### src/rtl/uart_core_fifo_if.sv
// rtl/uart_core_fifo_if.sv - host-side TX/RX stream handshake bundle for the UART core
interface uart_core_fifo_if #(
    parameter int DATA_W = 8
);
    logic              tx_valid;
    logic [DATA_W-1:0] tx_data;
    logic              tx_ready;
    logic              rx_valid;
    logic [DATA_W-1:0] rx_data;
    logic              rx_ready;

    modport master (output tx_valid, tx_data, rx_ready, input tx_ready, rx_valid, rx_data);
    modport slave  (input tx_valid, tx_data, rx_ready, output tx_ready, rx_valid, rx_data);
endinterface

### src/rtl/uart_core_fifo.sv
// rtl/uart_core_fifo.sv - single-clock UART core with 16x oversampled RX and TX/RX FIFOs
module uart_core_fifo #(
    parameter int DATA_W     = 8,
    parameter int FIFO_DEPTH = 8,
    parameter int DIV_W      = 17
) (
    input  logic             clk,
    input  logic             rst,
    input  logic [DIV_W-1:0] baud_div,
    input  logic [3:0]       length,
    input  logic             parity_en,
    input  logic             parity_type,
    input  logic             stop2,
    input  logic             loopback,
    uart_core_fifo_if.slave  host,
    output logic             txd,
    input  logic             rxd,
    output logic             tx_busy,
    output logic             parity_err,
    output logic             frame_err,
    output logic             overrun
);
    localparam int AW = $clog2(FIFO_DEPTH);
    localparam logic [AW:0] DEPTH = (AW+1)'(FIFO_DEPTH);

    typedef enum logic [2:0] {T_IDLE, T_START, T_DATA, T_PAR, T_STOP1, T_STOP2} tx_state_t;
    typedef enum logic [2:0] {R_IDLE, R_START, R_DATA, R_PAR, R_STOP, R_WAIT} rx_state_t;

    logic [DIV_W-1:0] div_cnt;
    logic             tick;
    logic [3:0]       len_eff;

    assign tick    = (div_cnt >= baud_div);
    assign len_eff = (length < 4'd5 || length > 4'(DATA_W)) ? 4'(DATA_W) : length;

    always_ff @(posedge clk or posedge rst) begin
        if (rst) div_cnt <= '0;
        else     div_cnt <= tick ? '0 : div_cnt + 1'b1;
    end

    // TX FIFO
    logic [DATA_W-1:0] tx_mem [FIFO_DEPTH];
    logic [AW-1:0]     tx_wp, tx_rp;
    logic [AW:0]       tx_cnt;
    logic              tx_push, tx_pop;
    logic [DATA_W-1:0] tx_mask, tx_word;

    assign host.tx_ready = (tx_cnt != DEPTH);
    assign tx_push       = host.tx_valid && host.tx_ready;
    assign tx_mask       = (DATA_W'(1) << len_eff) - DATA_W'(1);
    assign tx_word       = tx_mem[tx_rp] & tx_mask;

    always_ff @(posedge clk) begin
        if (tx_push) tx_mem[tx_wp] <= host.tx_data;
    end

    always_ff @(posedge clk or posedge rst) begin
        if (rst) begin
            tx_wp  <= '0;
            tx_rp  <= '0;
            tx_cnt <= '0;
        end else begin
            if (tx_push) tx_wp <= tx_wp + 1'b1;
            if (tx_pop)  tx_rp <= tx_rp + 1'b1;
            tx_cnt <= tx_cnt + {{AW{1'b0}}, tx_push} - {{AW{1'b0}}, tx_pop};
        end
    end

    // TX FSM
    tx_state_t         tx_state, tx_next;
    logic [3:0]        tx_tcnt, tx_bcnt, tx_len;
    logic [DATA_W-1:0] tx_sh;
    logic              tx_pen, tx_st2, tx_par, tx_bend, tx_have;

    assign tx_bend = tick && (tx_tcnt == 4'hF);
    assign tx_have = (tx_cnt != '0);
    assign tx_busy = (tx_state != T_IDLE) || tx_have;

    always_comb begin
        tx_next = tx_state;
        tx_pop  = 1'b0;
        txd     = 1'b1;
        case (tx_state)
            T_IDLE:  if (tick && tx_have) begin tx_next = T_START; tx_pop = 1'b1; end
            T_START: begin txd = 1'b0; if (tx_bend) tx_next = T_DATA; end
            T_DATA: begin
                txd = tx_sh[0];
                if (tx_bend && tx_bcnt == tx_len - 4'd1) tx_next = tx_pen ? T_PAR : T_STOP1;
            end
            T_PAR:   begin txd = tx_par; if (tx_bend) tx_next = T_STOP1; end
            T_STOP1, T_STOP2: begin
                if (tx_bend) begin
                    if (tx_state == T_STOP1 && tx_st2) tx_next = T_STOP2;
                    else if (tx_have) begin tx_next = T_START; tx_pop = 1'b1; end
                    else tx_next = T_IDLE;
                end
            end
            default: tx_next = T_IDLE;
        endcase
    end

    // Frame config and word are captured on the pop so mid-frame changes cannot leak in.
    always_ff @(posedge clk or posedge rst) begin
        if (rst) begin
            tx_state <= T_IDLE;
            tx_tcnt  <= '0;
            tx_bcnt  <= '0;
            tx_len   <= 4'(DATA_W);
            tx_sh    <= '0;
            tx_pen   <= 1'b0;
            tx_st2   <= 1'b0;
            tx_par   <= 1'b0;
        end else begin
            tx_state <= tx_next;
            if (tx_pop) begin
                tx_sh   <= tx_word;
                tx_par  <= (^tx_word) ^ parity_type;
                tx_len  <= len_eff;
                tx_pen  <= parity_en;
                tx_st2  <= stop2;
                tx_tcnt <= '0;
                tx_bcnt <= '0;
            end else if (tick) begin
                tx_tcnt <= tx_tcnt + 4'd1;
                if (tx_bend && tx_state == T_DATA) begin
                    tx_sh   <= tx_sh >> 1;
                    tx_bcnt <= tx_bcnt + 4'd1;
                end
            end
        end
    end

    // RX line: loopback goes through the same two stages so timing matches rxd.
    logic [1:0] rx_sync;
    logic       rx_line, rx_prev;
    assign rx_line = rx_sync[1];

    always_ff @(posedge clk or posedge rst) begin
        if (rst) begin
            rx_sync <= 2'b11;
            rx_prev <= 1'b1;
        end else begin
            rx_sync <= {rx_sync[0], loopback ? txd : rxd};
            rx_prev <= rx_line;
        end
    end

    // RX FIFO
    logic [DATA_W-1:0] rx_mem [FIFO_DEPTH];
    logic [AW-1:0]     rx_wp, rx_rp;
    logic [AW:0]       rx_cnt;
    logic              rx_push, rx_pop, rx_full;
    logic [DATA_W-1:0] rx_sh, rx_word;

    assign rx_full      = (rx_cnt == DEPTH);
    assign host.rx_valid = (rx_cnt != '0);
    assign host.rx_data  = host.rx_valid ? rx_mem[rx_rp] : '0;
    assign rx_pop        = host.rx_valid && host.rx_ready;

    always_ff @(posedge clk) begin
        if (rx_push) rx_mem[rx_wp] <= rx_word;
    end

    always_ff @(posedge clk or posedge rst) begin
        if (rst) begin
            rx_wp  <= '0;
            rx_rp  <= '0;
            rx_cnt <= '0;
        end else begin
            if (rx_push) rx_wp <= rx_wp + 1'b1;
            if (rx_pop)  rx_rp <= rx_rp + 1'b1;
            rx_cnt <= rx_cnt + {{AW{1'b0}}, rx_push} - {{AW{1'b0}}, rx_pop};
        end
    end

    // RX FSM
    rx_state_t  rx_state, rx_next;
    logic [3:0] rx_tcnt, rx_bcnt, rx_len;
    logic       rx_pen, rx_ptype, rx_pbad, rx_samp, rx_bend;
    logic       pe_set, fe_set, ov_set;

    assign rx_samp = tick && (rx_tcnt == 4'd7);
    assign rx_bend = tick && (rx_tcnt == 4'hF);
    assign rx_word = rx_sh >> (4'(DATA_W) - rx_len);

    always_comb begin
        rx_next = rx_state;
        rx_push = 1'b0;
        pe_set  = 1'b0;
        fe_set  = 1'b0;
        ov_set  = 1'b0;
        case (rx_state)
            R_IDLE:  if (rx_prev && !rx_line) rx_next = R_START;
            R_START: begin
                if (rx_samp && rx_line) rx_next = R_IDLE;
                else if (rx_bend)       rx_next = R_DATA;
            end
            R_DATA:  if (rx_bend && rx_bcnt == rx_len - 4'd1) rx_next = rx_pen ? R_PAR : R_STOP;
            R_PAR:   if (rx_bend) rx_next = R_STOP;
            R_STOP: begin
                if (rx_samp) begin
                    rx_next = R_IDLE;
                    if (!rx_line)               begin fe_set = 1'b1; rx_next = R_WAIT; end
                    else if (rx_pen && rx_pbad) pe_set  = 1'b1;
                    else if (rx_full)           ov_set  = 1'b1;
                    else                        rx_push = 1'b1;
                end
            end
            R_WAIT:  if (rx_line) rx_next = R_IDLE;
            default: rx_next = R_IDLE;
        endcase
    end

    // Config tracks the inputs while idle, so it holds the values present at START entry.
    always_ff @(posedge clk or posedge rst) begin
        if (rst) begin
            rx_state   <= R_IDLE;
            rx_tcnt    <= '0;
            rx_bcnt    <= '0;
            rx_sh      <= '0;
            rx_len     <= 4'(DATA_W);
            rx_pen     <= 1'b0;
            rx_ptype   <= 1'b0;
            rx_pbad    <= 1'b0;
            parity_err <= 1'b0;
            frame_err  <= 1'b0;
            overrun    <= 1'b0;
        end else begin
            rx_state   <= rx_next;
            parity_err <= pe_set;
            frame_err  <= fe_set;
            overrun    <= ov_set;
            if (rx_state == R_IDLE) begin
                rx_tcnt  <= '0;
                rx_bcnt  <= '0;
                rx_sh    <= '0;
                rx_len   <= len_eff;
                rx_pen   <= parity_en;
                rx_ptype <= parity_type;
            end else if (tick) begin
                rx_tcnt <= rx_tcnt + 4'd1;
                if (rx_samp && rx_state == R_DATA) rx_sh <= {rx_line, rx_sh[DATA_W-1:1]};
                if (rx_bend && rx_state == R_DATA) rx_bcnt <= rx_bcnt + 4'd1;
                if (rx_samp && rx_state == R_PAR)  rx_pbad <= ((^rx_word) ^ rx_ptype) != rx_line;
            end
        end
    end
endmodule
### src/flat_wrapper.sv
// flat-port wrapper written by rule: the top's interface ports become plain ports
module uart_core_fifo_flat 
#(
    parameter int DATA_W     = 8,
    parameter int FIFO_DEPTH = 8,
    parameter int DIV_W      = 17
)
  (clk, rst, baud_div, length, parity_en, parity_type, stop2, loopback, txd, rxd, tx_busy, parity_err, frame_err, overrun, host_tx_valid, host_tx_data, host_rx_ready, host_tx_ready, host_rx_valid, host_rx_data);
  uart_core_fifo_if #(.DATA_W(DATA_W)) host_i ();
  input  logic clk;
  input  logic rst;
  input  logic [DIV_W-1:0] baud_div;
  input  logic [3:0] length;
  input  logic parity_en;
  input  logic parity_type;
  input  logic stop2;
  input  logic loopback;
  output logic txd;
  input  logic rxd;
  output logic tx_busy;
  output logic parity_err;
  output logic frame_err;
  output logic overrun;
  input wire logic [$bits(host_i.tx_valid)-1:0] host_tx_valid;
  input wire logic [$bits(host_i.tx_data)-1:0] host_tx_data;
  input wire logic [$bits(host_i.rx_ready)-1:0] host_rx_ready;
  output wire logic [$bits(host_i.tx_ready)-1:0] host_tx_ready;
  output wire logic [$bits(host_i.rx_valid)-1:0] host_rx_valid;
  output wire logic [$bits(host_i.rx_data)-1:0] host_rx_data;
  assign host_i.tx_valid = host_tx_valid;
  assign host_i.tx_data = host_tx_data;
  assign host_i.rx_ready = host_rx_ready;
  assign host_tx_ready = host_i.tx_ready;
  assign host_rx_valid = host_i.rx_valid;
  assign host_rx_data = host_i.rx_data;
  uart_core_fifo #(.DATA_W(DATA_W), .FIFO_DEPTH(FIFO_DEPTH), .DIV_W(DIV_W)) u_core (.clk(clk), .rst(rst), .baud_div(baud_div), .length(length), .parity_en(parity_en), .parity_type(parity_type), .stop2(stop2), .loopback(loopback), .host(host_i), .txd(txd), .rxd(rxd), .tx_busy(tx_busy), .parity_err(parity_err), .frame_err(frame_err), .overrun(overrun));
endmodule
### config.mk
export PLATFORM = sky130hd
export DESIGN_NAME = uart_core_fifo_flat
export DESIGN_NICKNAME = d
export VERILOG_FILES = /design/src/rtl/uart_core_fifo_if.sv /design/src/rtl/uart_core_fifo.sv /design/src/flat_wrapper.sv
export SDC_FILE = /design/constraint.sdc
export NUM_CORES = 1
export LEC_CHECK = 0
export CORE_ASPECT_RATIO = 0.8
export CORE_UTILIZATION = 35
export CTS_CLUSTER_SIZE = 20
export DETAILED_ROUTE_END_ITERATION = 10
export HOLD_SLACK_MARGIN = 0.05
export PLACE_DENSITY_LB_ADDON = 0.2
export SYNTH_ARGS = -nofsm -noshare
export SYNTH_HDL_FRONTEND = slang
export SYNTH_SLANG_ARGS = --single-unit
### constraint.sdc
create_clock -name clk -period 6.3 [get_ports clk]
set_input_delay 1.26 -clock clk [delete_from_list [all_inputs] [get_ports clk]]
set_output_delay 1.26 -clock clk [all_outputs]
set_load 0.02 [all_outputs]
== Word-level counts from Yosys, hierarchy flattened ==
Memories as Yosys holds them, arrays and structs flattened.
Cells that the tools add are included.
Operators by class
  bitwise logic cells: 4
  reduce and logical (&&, ||, !) cells: 38
  equal/unequal tests: 29
  add/subtract/negate cells: 17
  div/mod/pow operators: 0
  $lt $le $gt $ge: 3
  shift operators: 2
  muxes and demuxes: 66
  $mul: 0
Operators by type and width (count)
  8-bit two-way mux: 7
  3-bit two-way mux: 16
  4-bit two-way mux: 11
  1-bit two-way mux: 27
  2-bit by 1-bit inequality test with 1-bit output (second input constant): 10
  3-bit case mux with 6 select lines: 1
  17-bit by 1-bit adder with 17-bit output (second input constant): 1
  17-bit >= comparator: 1
  17-bit two-way mux: 1
  4-bit by 1-bit adder with 4-bit output (second input constant): 4
  1-bit logical AND: 16
  8-bit XOR reduction: 2
  3-bit case mux with 5 select lines: 1
  3-bit by 1-bit adder with 3-bit output (second input constant): 4
  3-bit by 2-bit equality test with 1-bit output (second input constant): 4
  3-bit equality test (second input constant): 4
  4-bit equality test (second input constant): 3
  2-bit nonzero test: 5
  4-bit by 1-bit adder with 4-bit output: 2
  8-bit bitwise AND: 1
  4-bit equality test: 2
  4-bit nonzero test: 2
  1-bit by 4-bit left shift with 8-bit output (first input constant): 1
  8-bit by 4-bit >> shifter with 8-bit output: 1
  24 further kinds: 32
Word-level totals
  logic and storage cells: 189
  memories kept: 2
  flip-flop bits (word level): 95
  bits in read-only memories: 0
  RAM bits: 128
  latch bits: 0
Memory list
  u_core.rx_mem: depth 8, width 8, rd ports 1, clocked after memory_dff 0, wr ports 1, line uart_core_fifo.sv:149  | logic [DATA_W-1:0] rx_mem [FIFO_DEPTH];
  u_core.tx_mem: depth 8, width 8, rd ports 1, clocked after memory_dff 0, wr ports 1, line uart_core_fifo.sv:42  | logic [DATA_W-1:0] tx_mem [FIFO_DEPTH];

== Longest topological paths before layout ==
  depth after elaboration: 8
  gate-level depth with buffers: 16

== Worst setup path after synthesis ==
Ideal clock, no wire load.
  path kind: input to register
  from: input baud_div[3]
  to: register u_core.tx_cnt[2]
  stages: 16
  setup time: 0.123 ns
  path buffers: 1
  path slack: 2.324 ns
  arrival time: 3.854 ns
  required time: 6.177 ns
  cells stage by stage: inv_1 > ha_1 > a21o_1 > a21oi_1 > o21ai_1 > a221oi_1 > o31ai_2 > nand2_1 > inv_2 > buf_1 > ha_1 > inv_1 > ha_1 > inv_1 > fa_1 > xnor2_1
Between the ends
  cells in the longest elaborated chain, start to end: 5
  elaborated cells between the ends (all ways): 7
  classes of those cells: add/sub (1); order compare (1); mux (3); reduce/logical (2)
Ends and longest elaborated chain
  start: declaration: line flat_wrapper.sv:12  | input logic [DIV_W-1:0] baud_div;
  17-bit >= comparator (*): line uart_core_fifo.sv:33  | assign tick = (div_cnt >= baud_div);
  1-bit logical AND, on equally long branches: line uart_core_fifo.sv:75, uart_core_fifo.sv:84
  1-bit two-way mux, on equally long branches: line uart_core_fifo.sv:92, uart_core_fifo.sv:84
  1-bit case mux with 2 select lines (*): line uart_core_fifo.sv:83  | case (tx_state)
  named net u_core.tx_pop: line uart_core_fifo.sv:45  | logic tx_push, tx_pop;
  4-bit by 1-bit subtractor with 4-bit output (*): line uart_core_fifo.sv:65  | tx_cnt <= tx_cnt + {{AW{1'b0}}, tx_push} - {{AW{1'b0}}, tx_pop};
  end signal: assignment: line uart_core_fifo.sv:65
  end: declaration: line uart_core_fifo.sv:44  | logic [AW:0] tx_cnt;
Mark *: on every way through the listed nets, which the timed path passes. The rest lies on a longest branch.
A chain may end at the register's enable or synchronous reset.

== Worst setup path after layout ==
  from: input baud_div[3]
  to: memory u_core.rx_mem[7][2] (enable)
Between the ends
  cells in the longest elaborated chain, start to end: 6
Ends and longest elaborated chain
  17-bit >= comparator: line uart_core_fifo.sv:33
  1-bit logical AND: line uart_core_fifo.sv:182  | assign rx_samp = tick && (rx_tcnt == 4'd7);
  1-bit two-way mux: line uart_core_fifo.sv:201  | if (rx_samp) begin
  1-bit two-way mux: line uart_core_fifo.sv:192  | case (rx_state)
  named net u_core.rx_push: line uart_core_fifo.sv:152  | logic rx_push, rx_pop, rx_full;
  1-bit two-way mux: line uart_core_fifo.sv:161  | if (rx_push) rx_mem[rx_wp] <= rx_word;
  1-bit two-way mux (not written as such): line uart_core_fifo.sv:161
  end: declaration: line uart_core_fifo.sv:149
The timed path passes the listed nets, and every way through them passes these cells.

==> qor.txt <==
placed cell area: 11600 sq um
#FFs+latches synth: 223
Max Slew Vio Count: 0
PD cells: 361 nW/um^2
Tightest Pin Transition: 1.09 ns
Max-cap violations: 0
fmax: 217 MHz
final setup fails: 0
first-pass GRT wire length: 33700 um
synth top area cells: edfxtp_1 (36%), dfrtp_1 (21%), ha_1 (4.9%)
Final Hold Viols: 0
share of cells above drive strength 1: 0.106
CTS tree: done
Post-synth top cells: edfxtp_1 (128), dfrtp_1 (90), nand2_1 (78)
# diodes: 0
Placer Congestion: 0.763
largest family of logic cells by synthesized area: simple AND/OR/NAND/NOR gates
Synth area leader: edfxtp_1
IO Port Bufs: 52
residual DRC count: 0
die footprint: 31300 sq um
antenna viol nets, final: 0
sequential element share of the synthesized area: 0.581
Worst EP arrival: 4.75 ns
Initial DRC Count: 402
vias per inst: 4.79
post-synthesis adder-cell area fraction: 0.0528
final period utilization: 0.733
Die H: 158 um
critical path capture point type: flop
Synth Area in XOR/XNOR: 0.0534
Mapped Avg Cell Area: 12.9 sq um
Synth Area in Compound Gates: 0.0576
Std-Cell Rows: 56
Top Ports: 53
ys async rst share: 0.426
gr ovfl total: 0
cell area after synthesis: 10700 sq um
ys flop type: edfxtp_1
H-tree levels: 1
count leader, synth: edfxtp_1
crit path max fanout: 21
clk sink count: 223
Post-Synth Simple-Gate Area: 0.117
post-synth top area share: 0.359
status: complete, no violations
first-pass iteration count of the detailed router: 4
Leakage Power: 4.86 nW
Post-synth EDFFs: 128
Total Power: 4.48 mW
hold buffer count at CTS: 0
Clock Latency Late Sink: 0.51 ns
total CTS buffers: 24
slew margin rel.: 0.274
VDD IR-drop max: 0.000242 V
largest net degree at the start of global routing: 50
Tot GR Track Use: 0.137
yosys warns: 0
min Tclk post-route: 4.62 ns
mux cell area share after synthesis: 0.101
Setup TNS: 0 ns
Reg clk slew, reported paths: 0.06 ns
final instance area: 12400 sq um
Core ar.: 29700 sq um
Initial Utilization: 0.361
worst min path class: flop to flop
Root Driver: clkbuf_16
postcts setup bufs: 0
Worst setup SP type: primary input
Vias: 6253
fill count: 2794
synthesized instance count: 831
CTS max path bufs: 3
die width: 198 um
Core Util, Final: 0.418
area grow syn2layout: 15.9%
Crit Path Class: primary input to flop
Synth cell types: 75
clock skew: 0.0149 ns
vias in the first global route: 6064
# resized after CTS: 0
RSZ-0062 raised after global routing: no
drt total wl: 20600 um
HPWL Detailed: 13800 um
Hold Worst Slack: 0.356 ns
initial antenna violation count: 0
DR WL/cell: 15.8 um
Crit path required time: 6.43 ns
Total Nets Final: 964
[flip-flops by register name (all words and copies together), names as in the netlist, 2 cells and up]
register         flops
u_core.tx_len        4
u_core.tx_state      3
u_core.tx_bcnt       4
u_core.rx_cnt        4
u_core.tx_sh         8
u_core.rx_sh         8
u_core.rx_sync       2
u_core.rx_state      3
u_core.tx_rp         3
u_core.rx_len        4
u_core.rx_mem       64
u_core.tx_tcnt       4
u_core.rx_bcnt       4
u_core.tx_cnt        4
u_core.rx_tcnt       4
u_core.tx_wp         3
u_core.div_cnt      17
u_core.tx_mem       64
u_core.rx_rp         3
u_core.rx_wp         3
[critical path: stages]
cell             delay [ns]
clkdlybuf4s50_1        0.45
inv_1                  0.04
ha_1                   0.28
a21o_1                 0.11
a21oi_1                0.06
o21ai_1                0.09
a221oi_1               0.13
o31ai_4                0.77
nand3_1                0.31
or2_2                  0.42
inv_2                  0.12
nand2_1                0.11
nor2_1                 0.58
[report_power, final]
part / switching, mW / total (mW) / internal (mW)
Clock: 0.553 / 1.39 / 0.840
Sequential: 0.200 / 1.95 / 1.75
Combinational: 0.587 / 1.14 / 0.552
[final timing paths]
| check | from | end | slack, ns | cells after the start |
|---|---|---|---|---|
| worst max-delay path | baud_div[3] | u_core.rx_mem[7][2] | 1.68 | 13 |
| worst min-delay path | u_core.rx_sync[0] | u_core.rx_sync[1] | 0.36 | 0 |
| worst max register to register | u_core.div_cnt[0] | u_core.rx_mem[7][2] | 2.37 | 12 |
| worst min register to register | u_core.rx_sync[0] | u_core.rx_sync[1] | 0.36 | 0 |
| max in group asynchronous | rst | u_core.rx_rp[0] | 4.04 | 3 |
| min in group asynchronous | rst | u_core.tx_tcnt[2] | 1.19 | 2 |
[stage by stage]
stage                     cells  worst slack (ns)
after floorplan             832              2.32
after global placement     1262              1.07
after detailed placement   1262              1.11
after CTS                  1305              1.64
after global routing       1305              1.31
final                      1305              1.68
[placed cells by master (no fill, tap or decap), types with 7 or more instances in the layout]
cell type / netlist / layout
mux2_2: 8 / 8
a21oi_1: 19 / 19
mux4_1: 12 / 12
o21ai_0: 21 / 21
mux2i_1: 20 / 20
buf_4: 5 / 10
nor2_1: 73 / 73
nand2b_1: 9 / 9
edfxtp_1: 128 / 128
clkdlybuf4s50_1: 0 / 52
dfrtp_1: 90 / 90
and3_1: 7 / 7
clkbuf_16: 0 / 25
nand4_1: 13 / 13
mux4_2: 20 / 20
ha_1: 42 / 42
nand2_1: 78 / 78
xnor2_1: 34 / 34
inv_1: 47 / 46
nand3_1: 32 / 32
o21ai_1: 7 / 7
a21o_1: 12 / 12
xor2_1: 25 / 25
nor3_1: 12 / 10
[cells by family (layout without fill, tap and decap cells)]
| kind of cell | after synthesis | in the layout |
|---|---|---|
| other | 1 | 2 |
| AND/OR/NAND/NOR | 260 | 260 |
| multiplexers | 62 | 62 |
| XOR/XNOR | 62 | 62 |
| flip-flops | 223 | 223 |
| AO/OA/AOI/OAI | 92 | 92 |
| adder cells (fa/ha/maj) | 44 | 44 |
| buffers and inverters | 87 | 154 |
[per-layer routing]
layer  share of wire  GRT usage  wire length [um]
met1            0.53      0.210             10900
met2            0.42      0.203              8710
met3           0.032     0.0216               665
met4           0.016     0.0284               338
met5               0          0                 0
[area by class of cell]
cell class                 count  area [sq um]  area share
multi-input combinational    522          4110       0.331
clock buffer                  34           689      0.0555
inverter                      49           186      0.0150
tap                          406           508      0.0409
timing repair buffer          62           596      0.0480
sequential                   223          6230       0.502
clock inverter                 9          95.1     0.00766
Power figures use the tool's default switching activity.
